## config.mk

```make
export PLATFORM = sky130hd
export DESIGN_NAME = camera_pattern_gen
export DESIGN_NICKNAME = d
export VERILOG_FILES = /design/src/rtl/camera_gen_pkg.sv /design/src/rtl/cam_lfsr16.sv /design/src/rtl/camera_pattern_gen.sv
export SDC_FILE = /design/constraint.sdc
export NUM_CORES = 1
export LEC_CHECK = 0
export ABC_CLOCK_PERIOD_IN_PS = 2500
export BUFFER_PORTS_ARGS = -buffer_cell sky130_fd_sc_hd__buf_2
export CAP_MARGIN = 40
export CORE_MARGIN = 1.5
export CORE_UTILIZATION = 45
export CTS_BUF_LIST = sky130_fd_sc_hd__clkbuf_4 sky130_fd_sc_hd__clkbuf_8 sky130_fd_sc_hd__clkbuf_16
export CTS_CLUSTER_SIZE = 8
export DETAILED_ROUTE_END_ITERATION = 8
export PLACE_DENSITY = 0.77
export SYNTH_ARGS = -nofsm -noshare
export SYNTH_HDL_FRONTEND = slang
export SYNTH_HIERARCHICAL = 1
export SYNTH_SLANG_ARGS = --single-unit
```

## constraint.sdc

```tcl
create_clock -name clk -period 2.5 [get_ports clk]
set_input_delay 0.25 -clock clk [delete_from_list [all_inputs] [get_ports clk]]
set_output_delay 0.25 -clock clk [all_outputs]
set_load 0.05 [all_outputs]
```

## src/rtl/camera_gen_pkg.sv

```systemverilog
// camera_gen_pkg: shared types and constants for the camera pattern generator.
package camera_gen_pkg;
   typedef enum logic [2:0] {S_IDLE, S_VPRE, S_LINE, S_HBLANK, S_VPOST, S_DONE} state_t;
   typedef enum logic [1:0] {MODE_CONST, MODE_HRAMP, MODE_VRAMP, MODE_LFSR} mode_t;
   localparam int LFSR_W = 16;
   // x^16+x^14+x^13+x^11+1 taps on bits 15,13,12,10
   localparam logic [LFSR_W-1:0] LFSR_TAPS = 16'hB400;
   function automatic int cnt_w(input int n);
      return n > 1 ? $clog2(n) : 1;
   endfunction
endpackage

```

## src/rtl/cam_lfsr16.sv

```systemverilog
// cam_lfsr16: 16-bit Fibonacci LFSR, shifts left with feedback into bit 0.
module cam_lfsr16
   import camera_gen_pkg::*;
(
   input  logic              clk,
   input  logic              reset,
   input  logic              load,
   input  logic [LFSR_W-1:0] seed,
   input  logic              advance,
   output logic [LFSR_W-1:0] q
);
   always_ff @(posedge clk) begin
      if (reset) q <= '0;
      else if (load) q <= seed;
      else if (advance) q <= {q[LFSR_W-2:0], ^(q & LFSR_TAPS)};
   end
endmodule

```

## src/rtl/camera_pattern_gen.sv

```systemverilog
// camera_pattern_gen: emits one frame_valid/line_valid/pixel_data frame per start trigger.
module camera_pattern_gen
   import camera_gen_pkg::*;
#(
   parameter int          PIX_W  = 10,
   parameter int          COLS   = 1280,
   parameter int          ROWS   = 800,
   parameter int          HBLANK = 32,
   parameter int          VPRE   = 16,
   parameter int          VPOST  = 16,
   parameter logic [15:0] SEED   = 16'hACE1
) (
   input  logic             clk,
   input  logic             reset,
   input  logic             start,
   input  logic [1:0]       mode,
   input  logic [PIX_W-1:0] const_val,
   output logic             frame_valid,
   output logic             line_valid,
   output logic [PIX_W-1:0] pixel_data,
   output logic             busy,
   output logic             done,
   output logic [15:0]      frame_count,
   output logic             overrun
);
   localparam int BMAX = (HBLANK > VPRE ? HBLANK : VPRE) > VPOST ? (HBLANK > VPRE ? HBLANK : VPRE) : VPOST;
   localparam int CW = cnt_w(COLS);
   localparam int RW = cnt_w(ROWS);
   localparam int BW = cnt_w(BMAX);
   state_t            state, state_n;
   logic [CW-1:0]     col;
   logic [RW-1:0]     row;
   logic [BW-1:0]     cnt;
   mode_t             mode_r;
   logic [PIX_W-1:0]  cval_r;
   logic [15:0]       lfsr_q;
   logic              accept;
   assign accept = state == S_IDLE && start;
   cam_lfsr16 u_lfsr (
      .clk(clk), .reset(reset), .load(accept), .seed(SEED),
      .advance(state == S_LINE), .q(lfsr_q)
   );
   always_ff @(posedge clk) begin
      if (reset) begin
         state       <= S_IDLE;
         col         <= '0;
         row         <= '0;
         cnt         <= '0;
         mode_r      <= MODE_CONST;
         cval_r      <= '0;
         frame_count <= '0;
         overrun     <= 1'b0;
      end else begin
         state       <= state_n;
         cnt         <= state_n == state ? cnt + 1'b1 : '0;
         col         <= state == S_LINE && state_n == S_LINE ? col + 1'b1 : '0;
         row         <= accept ? '0 : state == S_HBLANK && state_n == S_LINE ? row + 1'b1 : row;
         mode_r      <= accept ? mode_t'(mode) : mode_r;
         cval_r      <= accept ? const_val : cval_r;
         frame_count <= frame_count + 16'(state_n == S_DONE && state == S_VPOST);
         overrun     <= overrun | (start && state != S_IDLE);
      end
   end
   always_comb begin
      state_n = state;
      case (state)
         S_IDLE:   state_n = start ? S_VPRE : S_IDLE;
         S_VPRE:   state_n = cnt == BW'(VPRE - 1) ? S_LINE : S_VPRE;
         S_LINE:   state_n = col != CW'(COLS - 1) ? S_LINE : row == RW'(ROWS - 1) ? S_VPOST : S_HBLANK;
         S_HBLANK: state_n = cnt == BW'(HBLANK - 1) ? S_LINE : S_HBLANK;
         S_VPOST:  state_n = cnt == BW'(VPOST - 1) ? S_DONE : S_VPOST;
         default:  state_n = S_IDLE;
      endcase
   end
   always_comb begin
      frame_valid = state inside {S_VPRE, S_LINE, S_HBLANK, S_VPOST};
      line_valid  = state == S_LINE;
      busy        = state != S_IDLE;
      done        = state == S_DONE;
      pixel_data  = !line_valid          ? '0 :
                    mode_r == MODE_CONST ? cval_r :
                    mode_r == MODE_HRAMP ? PIX_W'(col) :
                    mode_r == MODE_VRAMP ? PIX_W'(row) : PIX_W'(lfsr_q);
   end
endmodule

```

==> results.txt, run 1 <==
----------------------------------------------------
[Outcome]
  Outcome ... completed

[Global route]
  Number of global-route vias before repair ... 2974
  Largest net degree at the start of global routing ... 32
  First-pass GRT wire length ... 14100 um
  Number of antenna violations at the first check in global routing ... 0
  Global-route usage over all layers ... 20.4%
  GRT Residual Overflow ... 0

[Synthesis]
  #FFs+latches synth ... 74
  Mean Syn Cell Area ... 9.19 um^2
  Number of library cell types mapped by synthesis ... 48
  Post-Syn Instances ... 410
  Async set-or-reset flop fraction in the synthesized netlist ... 0%
  Dominant cells by area after synthesis ... dfxtp_1, mux4_2, nor2_1, mux2i_1, nand2_1
  Share of cell area taken by muxes after synthesis ... 16.4%
  Dominant cell type by area after synthesis ... dfxtp_1
  Share of Yosys cell area claimed by the top area cell type ... 39.3%
  Dominant synthesized flop cell ... dfxtp_1
  Yosys Warn Count ... 6
  Sequential fraction of the synthesis area ... 39.3%
  Number of enable flip-flop cells after synthesis ... 0
  Post-synth design cell area ... 3770 um^2
  Synth Area in Simple Gates ... 24.8%
  Share of the synthesized area in compound gates (AO/OA/AOI/OAI) ... 7.21%
  Xor-xnor portion of the synthesized cell area ... 6.05%
  Largest family of logic cells by synthesized area ... simple AND/OR/NAND/NOR gates
  Adder-Cell Fraction of Synth Area ... 2.33%

[Job]
  Number of maximum-capacitance constraint violations ... 0

[STA]
  Measured slew at the worst slew-check pin ... 0.536 ns
  Final cycle utilization of the critical path ... 96.3%
  Minimum period implied by the final worst setup slack ... 2.41 ns
  Fmax ... 0.415 GHz
  Final-report hold violation count ... 0
  Relative slew margins ... 64.3%
  Final setup vio count ... 0
  Skew final ... 0.0151 ns
  Pins Over Slew Limit ... 0

[Cells and area]
  Relative area change from synthesis to final layout ... 17.7%
  Leading cell types in the layout, fill and taps excluded ... dfxtp_1, nor2_1, buf_2
  Final core occ ... 54.2%
  Layout cells sized above 1 ... 23.0%
  Final-stage net count ... 495
  Antenna Diode Count ... 0
  Most frequent standard cell in the layout excluding fill and tap cells ... dfxtp_1
  Post-route design area ... 4430 um^2

[Drt]
  Met2 wire length ... 4220 um
  Pre-Repair DR Iteration Count ... 5
  Routed vias ... 3204
  Number of DRC markers in iteration 0 ... 147
  Remaining DRCs ... 0
  Wire length reported by the detailed router ... 8640 um
  Average routed wire per standard cell ... 14.8 um
  Vias per cell ... 5.50
  Antenna Violating Nets Remaining ... 0
  Met1 wire length ... 3800 um
  Met3 wire length ... 429 um
  Uppermost routed layer ... met4

[Place]
  Quantity of I/O buffers inserted on ports ... 45
  Routability-driven placement congestion ratio ... 0.857
  Cell Area, Placed ... 4180 um^2
  Half-perimeter wire length after detailed placement ... 6050 um

[Critical path]
  Required arrival time at the worst endpoint ... 2.74 ns
  Critical path launch point type ... flop
  Crit end category ... flop
  Type of the setup path with the least slack ... reg -> reg
  Worst endpoint data arrival time ... 2.65 ns
  Largest fanout on the critical path ... 5

[Power and ir drop]
  Reg power frac ... 48.8%
  Switching share of total power ... 24.4%
  Largest vdd supply drop ... 0.333 mV
  Net Sw Power ... 0.000620 W
  Logic pwr share ... 9.1%
  Clock power frac ... 42.1%
  Pint ... 0.00192 W
  Power Dens Cells ... 574 nW/um^2
  Leakage Power ... 1.78 nW

[Clocking]
  Worst-Skew Late Latency ... 0.36 ns
  Clock edge transition at the registers on the reported setup and hold paths ... 0.08 ns
  Number of H-tree branching levels ... 3
  Number of buffers created by CTS ... 9
  Clock tree root buffer cell ... clkbuf_8
  Clock sink total ... 74
  Clock tree from TritonCTS ... yes
  Maximum clock path buffer count ... 2
  Buffers inserted during post-CTS setup optimization ... 0

[Die]
  Io pins ... 46
  Initial Util ... 46.1%
  Area of the die ... 8930 um^2
  Die X ... 94.5 um
  Die height ... 94.5 um
  Count of standard-cell rows ... 33
  Core footprint ... 8180 um^2

[Min path]
  Tightest Hold Check Type ... in -> reg

----------------------------------------------------
[cell families after synthesis]
| kind of cell | count (synthesis) |
|---|---|
| simple gates | 183 |
| compound gates | 46 |
| fa+ha+maj | 7 |
| xor+xnor | 26 |
| other cells | 2 |
| buf+inv | 28 |
| mux | 44 |
| flops | 74 |
[Yosys cell counts, drive strengths merged, types with 5 or more instances]
master / count
xnor2: 12
nor2b: 7
mux4: 10
dfxtp: 74
inv: 9
nand3: 17
ha: 7
or3: 8
nand4: 9
nand2: 39
o21ai: 9
buf: 9
and3: 6
nor3: 12
nor2: 48
nand2b: 5
xor2: 14
nor4: 6
a21oi: 22
and2: 10
clkbuf: 10
mux2: 18
mux2i: 16
[stage by stage]
stage	TNS [ns]	worst slack (ns)	total power, W	instances	hold WS [ns]
after floorplan	0	0.0713	0.00143	424	0.386
after CTS	0	0.0258	0.00256	583	0.116
final	0	0.0923	0.00254	583	0.125
after global routing	-0.0317	-0.0317	0.00264	583	0.122
after global placement	0	0.147	0.00149	567	0.441
after detailed placement	0	0.0273	0.00150	567	0.447
[repair_timing]
item / in CTS / in global routing
endpoints found under the setup margin: 0 / 3
hold buffers: 0 / 0
resized for setup: 0 / 6
[cell type report]
class	count	area [um^2]
clock buffer	11	145
clock inverter	5	85.1
multi-input combinational	322	2230
tap	105	131
inverter	9	33.8
timing repair buffer	57	328
fill	742	3740
sequential	74	1480
[state kept, by name, summed over array words and instances, names as in the netlist]
signal and count:
u_lfsr/q 16, state 3, col 11, cnt 5
row 10, cval_r 10, mode_r 2, frame_count 16
overrun 1
[critical path, cell delays in order, from the launching register on]
cell	delay, ns
dfxtp_2	0.36
ha_1	0.18
and3_1	0.19
ha_1	0.18
and4bb_4	0.26
ha_1	0.18
ha_1	0.19
nand2_2	0.10
nor4_2	0.30
mux2_2	0.37
[routing by layer]
layer / GRT usage [%] / up-vias
met3: 3.78 / 17
li1: - / 1560
met2: 33.2 / 92
met1: 26.1 / 1535
met5: 0 / -
met4: 9.58 / 0
[final timing paths]
check	start	end	slack [ns]	cells past startpoint
max	cnt[0]	frame_count[14]	0.09	9
min reg2reg	cval_r[8]	cval_r[8]	0.46	2
max reg2reg	cnt[0]	frame_count[14]	0.09	9
min	const_val[3]	cval_r[3]	0.13	3
[power groups by stage]
| stage | Sequential, W | Combinational [W] | Clock, W |
|---|---|---|---|
| after global routing | 0.00125 | 0.000252 | 0.00114 |
| after CTS | 0.00124 | 0.000230 | 0.00109 |
| after detailed placement | 0.00127 | 0.000227 | 0 |
| after global placement | 0.00127 | 0.000219 | 0 |
| after floorplan | 0.00126 | 0.000172 | 0 |
| final | 0.00124 | 0.000231 | 0.00107 |
(Power assumes the default switching activity.)
==> run 2, diff against run 1 <==
Settings changed: CORE_ASPECT_RATIO from default to 0.8, PLACE_DENSITY 0.77 to 0.67.
==> run 2 against run 1 <==
Compared with the run above: first-iteration DRC count fell by 1.4%; die area about the same; design area increased by 0.14%; wire length shrank 5.2%; flip-flop and latch count unchanged; worst hold slack better by 0.020 ns; clock-buffer cell count rose by 1; final cell count rose by 0.51%; sequential share of layout area is 0.075 points lower; worst setup slack improved by 0.086 ns; core utilization increased by 1.1 points; via count fell by 4.5%; largest power group unchanged; highest routed layer unchanged.
==> results.txt, run 2 (synthesized netlist as in run 1, its figures left out) <==
----------------------------------------------------
[Clocking]
  Clock tree from TritonCTS ... yes
  Worst-Skew Late Latency ... 0.34 ns (-0.02 ns)
  Clock edge transition at the registers on the reported setup and hold paths ... 0.07 ns (about the same)
  Maximum clock path buffer count ... 2 (unchanged)
  Buffers inserted during post-CTS setup optimization ... 0 (unchanged)
  Clock sink total ... 74 (unchanged)
  Number of buffers created by CTS ... 9 (unchanged)
  Clock tree root buffer cell ... clkbuf_8
  Number of H-tree branching levels ... 3 (unchanged)

[Critical path]
  Required arrival time at the worst endpoint ... 2.73 ns (about the same)
  Crit end category ... flop
  Cells on worst reg2reg path ... 9 (unchanged)
  RR Endpoint ... frame_count[14]
  Reg-to-reg slack, setup ... 0.18 ns (+0.09 ns)
  Worst endpoint data arrival time ... 2.55 ns (-0.10 ns)
  Critical path launch point type ... flop
  Beginning of the worst register-to-register path ... cnt[0]
  Largest fanout on the critical path ... 5 (unchanged)
  Type of the setup path with the least slack ... reg -> reg

[Power and ir drop]
  Power Dens Cells ... 556 nW/um^2 (-3.1%)
  Largest vdd supply drop ... 0.292 mV (-12%)
  Overall power ... 0.00247 W (-3.0%)
  Leakage Power ... 1.80 nW (+0.81%)

[Die]
  Core footprint ... 8020 um^2 (-1.9%)
  Die X ... 105 um (+11%)
  Initial Util ... 47.0% (+0.90 points)
  Area of the die ... 8930 um^2 (about the same)
  Io pins ... 46 (unchanged)
  Die height ... 84.8 um (-10%)
  Count of standard-cell rows ... 29 (-12%)

[Cells and area]
  Layout cells sized above 1 ... 23.4% (+0.42 points)
  Final-stage net count ... 496 (+0.20%)
  Most frequent standard cell in the layout excluding fill and tap cells ... dfxtp_1
  Leading cell types in the layout, fill and taps excluded ... dfxtp_1, nor2_1, buf_2
  Largest registers ... frame_count: 16 flops, u_lfsr/q: 16 flops, col: 11 flops
  Relative area change from synthesis to final layout ... 17.9%
  Final cell count without fillers ... 586 (+0.51%)
  Antenna Diode Count ... 0 (unchanged)

[Drt]
  Wire length reported by the detailed router ... 8180 um (-5.2%)
  Number of DRC markers in iteration 0 ... 145 (-1.4%)
  Pre-Repair DR Iteration Count ... 4 (-1)
  Remaining DRCs ... 0 (unchanged)
  Routed vias ... 3059 (-4.5%)
  Antenna Violating Nets Remaining ... 0 (unchanged)
  Average routed wire per standard cell ... 14.0 um (-5.7%)
  Vias per cell ... 5.22 (-5.0%)

[STA]
  Pins Over Slew Limit ... 0 (unchanged)
  Fmax ... 0.431 GHz (+3.7%)
  Final cycle utilization of the critical path ... 92.9% (-3.4 points)
  Measured slew at the worst slew-check pin ... 0.534 ns (-0.00200 ns)
  Skew final ... 0.00618 ns (-0.00889 ns)
  Setup repair after global routing missed its margin ... yes
  Relative slew margins ... 64.3% (+0.085 points)
  Final setup vio count ... 0 (unchanged)
  Minimum period implied by the final worst setup slack ... 2.32 ns (-0.0861 ns)
  Final-report hold violation count ... 0 (unchanged)

[Min path]
  Worst hold stages ... 3 (unchanged)
  Start point of the worst min-delay path ... const_val[2]
  Tightest Hold Check Type ... in -> reg
  Sink of the worst hold path ... cval_r[2]

[Global route]
  Number of global-route vias before repair ... 2828 (-4.9%)
  First-pass GRT wire length ... 13600 um (-3.2%)
  GRT Residual Overflow ... 0 (unchanged)
  Largest net degree at the start of global routing ... 33 (+3.1%)
  Number of antenna violations at the first check in global routing ... 0 (unchanged)
  Global-route usage over all layers ... 19.0% (-1.4 points)

[Outcome]
  Outcome ... completed

[Job]
  Number of maximum-capacitance constraint violations ... 0 (unchanged)

[Place]
  Quantity of I/O buffers inserted on ports ... 45 (unchanged)
  Routability-driven placement congestion ratio ... 0.845 (-1.4%)
  Half-perimeter wire length after detailed placement ... 5660 um (-6.5%)
  Total placed cells including tap cells ... 571 (+0.71%)

----------------------------------------------------
-- run 2: changes by cell type in the layout (fill, tap and decap cells not counted), sizes merged --
cell / before / now
clkinvlp: 1 / 0
clkinv: 0 / 1
inv: 11 / 9
buf: 57 / 58
clkbuf: 11 / 12
-- run 2: worst max-delay path, cell delays in order (launching register included) --
cell and delay (ns):
dfxtp_1 0.37, ha_1 0.20, and3_1 0.19, ha_1 0.18, and4bb_4 0.26, ha_1 0.18
ha_1 0.18, nand2_2 0.12, nor4_2 0.17, mux2_2 0.36
-- run 2: metrics by stage --
step	util (%)	hold WS [ns]	setup WS [ns]	instance area, um^2	TNS (ns)
after floorplan	-	0.386	0.0713	3820	0
after global placement	52.1	0.442	0.0990	4180	0
after detailed placement	52.1	0.450	0.0349	4180	0
after CTS	54.7	0.127	0.0195	4390	0
after global routing	55.4	0.139	-0.0491	4440	-0.0723
final	55.4	0.145	0.178	4440	0
-- run 2: how the worst max path moves through the flow --
stage,start,to,slack (ns)
CTS,cnt[0],frame_count[14],0.02
floorplan,state[0],u_lfsr/q[10],0.07
detailed placement,cnt[0],frame_count[14],0.03
finish,cnt[0],frame_count[14],0.18
global placement,cnt[0],frame_count[14],0.1
global route,cnt[0],frame_count[15],-0.05
-- run 2: what timing repair did --
item                                    CTS  global route
endpoints found under the setup margin    0             5
hold buffers                              0             0
gates resized for setup                   0             9
endpoints found under the hold margin     0             0
-- run 2: report_power, final --
part	internal, W	switching, W
sequential	0.00121	0.0000289
clock	0.000589	0.000415
combinational	0.0000999	0.000120
total	0.00190	0.000564
-- run 2: metal layers --
layer	routed length, um	track usage, %	vias up
li1	-	-	1559
met1	3940	26.7	1429
met2	3770	29.5	67
met3	416	3.92	4
met4	57	6.23	0
met5	0	0	-
-- run 2: layout make-up --
class	count	area [um^2]
inverters	9	33.8
multi-input cells	322	2260
well taps	108	135
repair buffers	58	323
fillers	723	3580
flip-flops and latches	74	1480
clock buffers	12	146
clock inverters	3	65.1
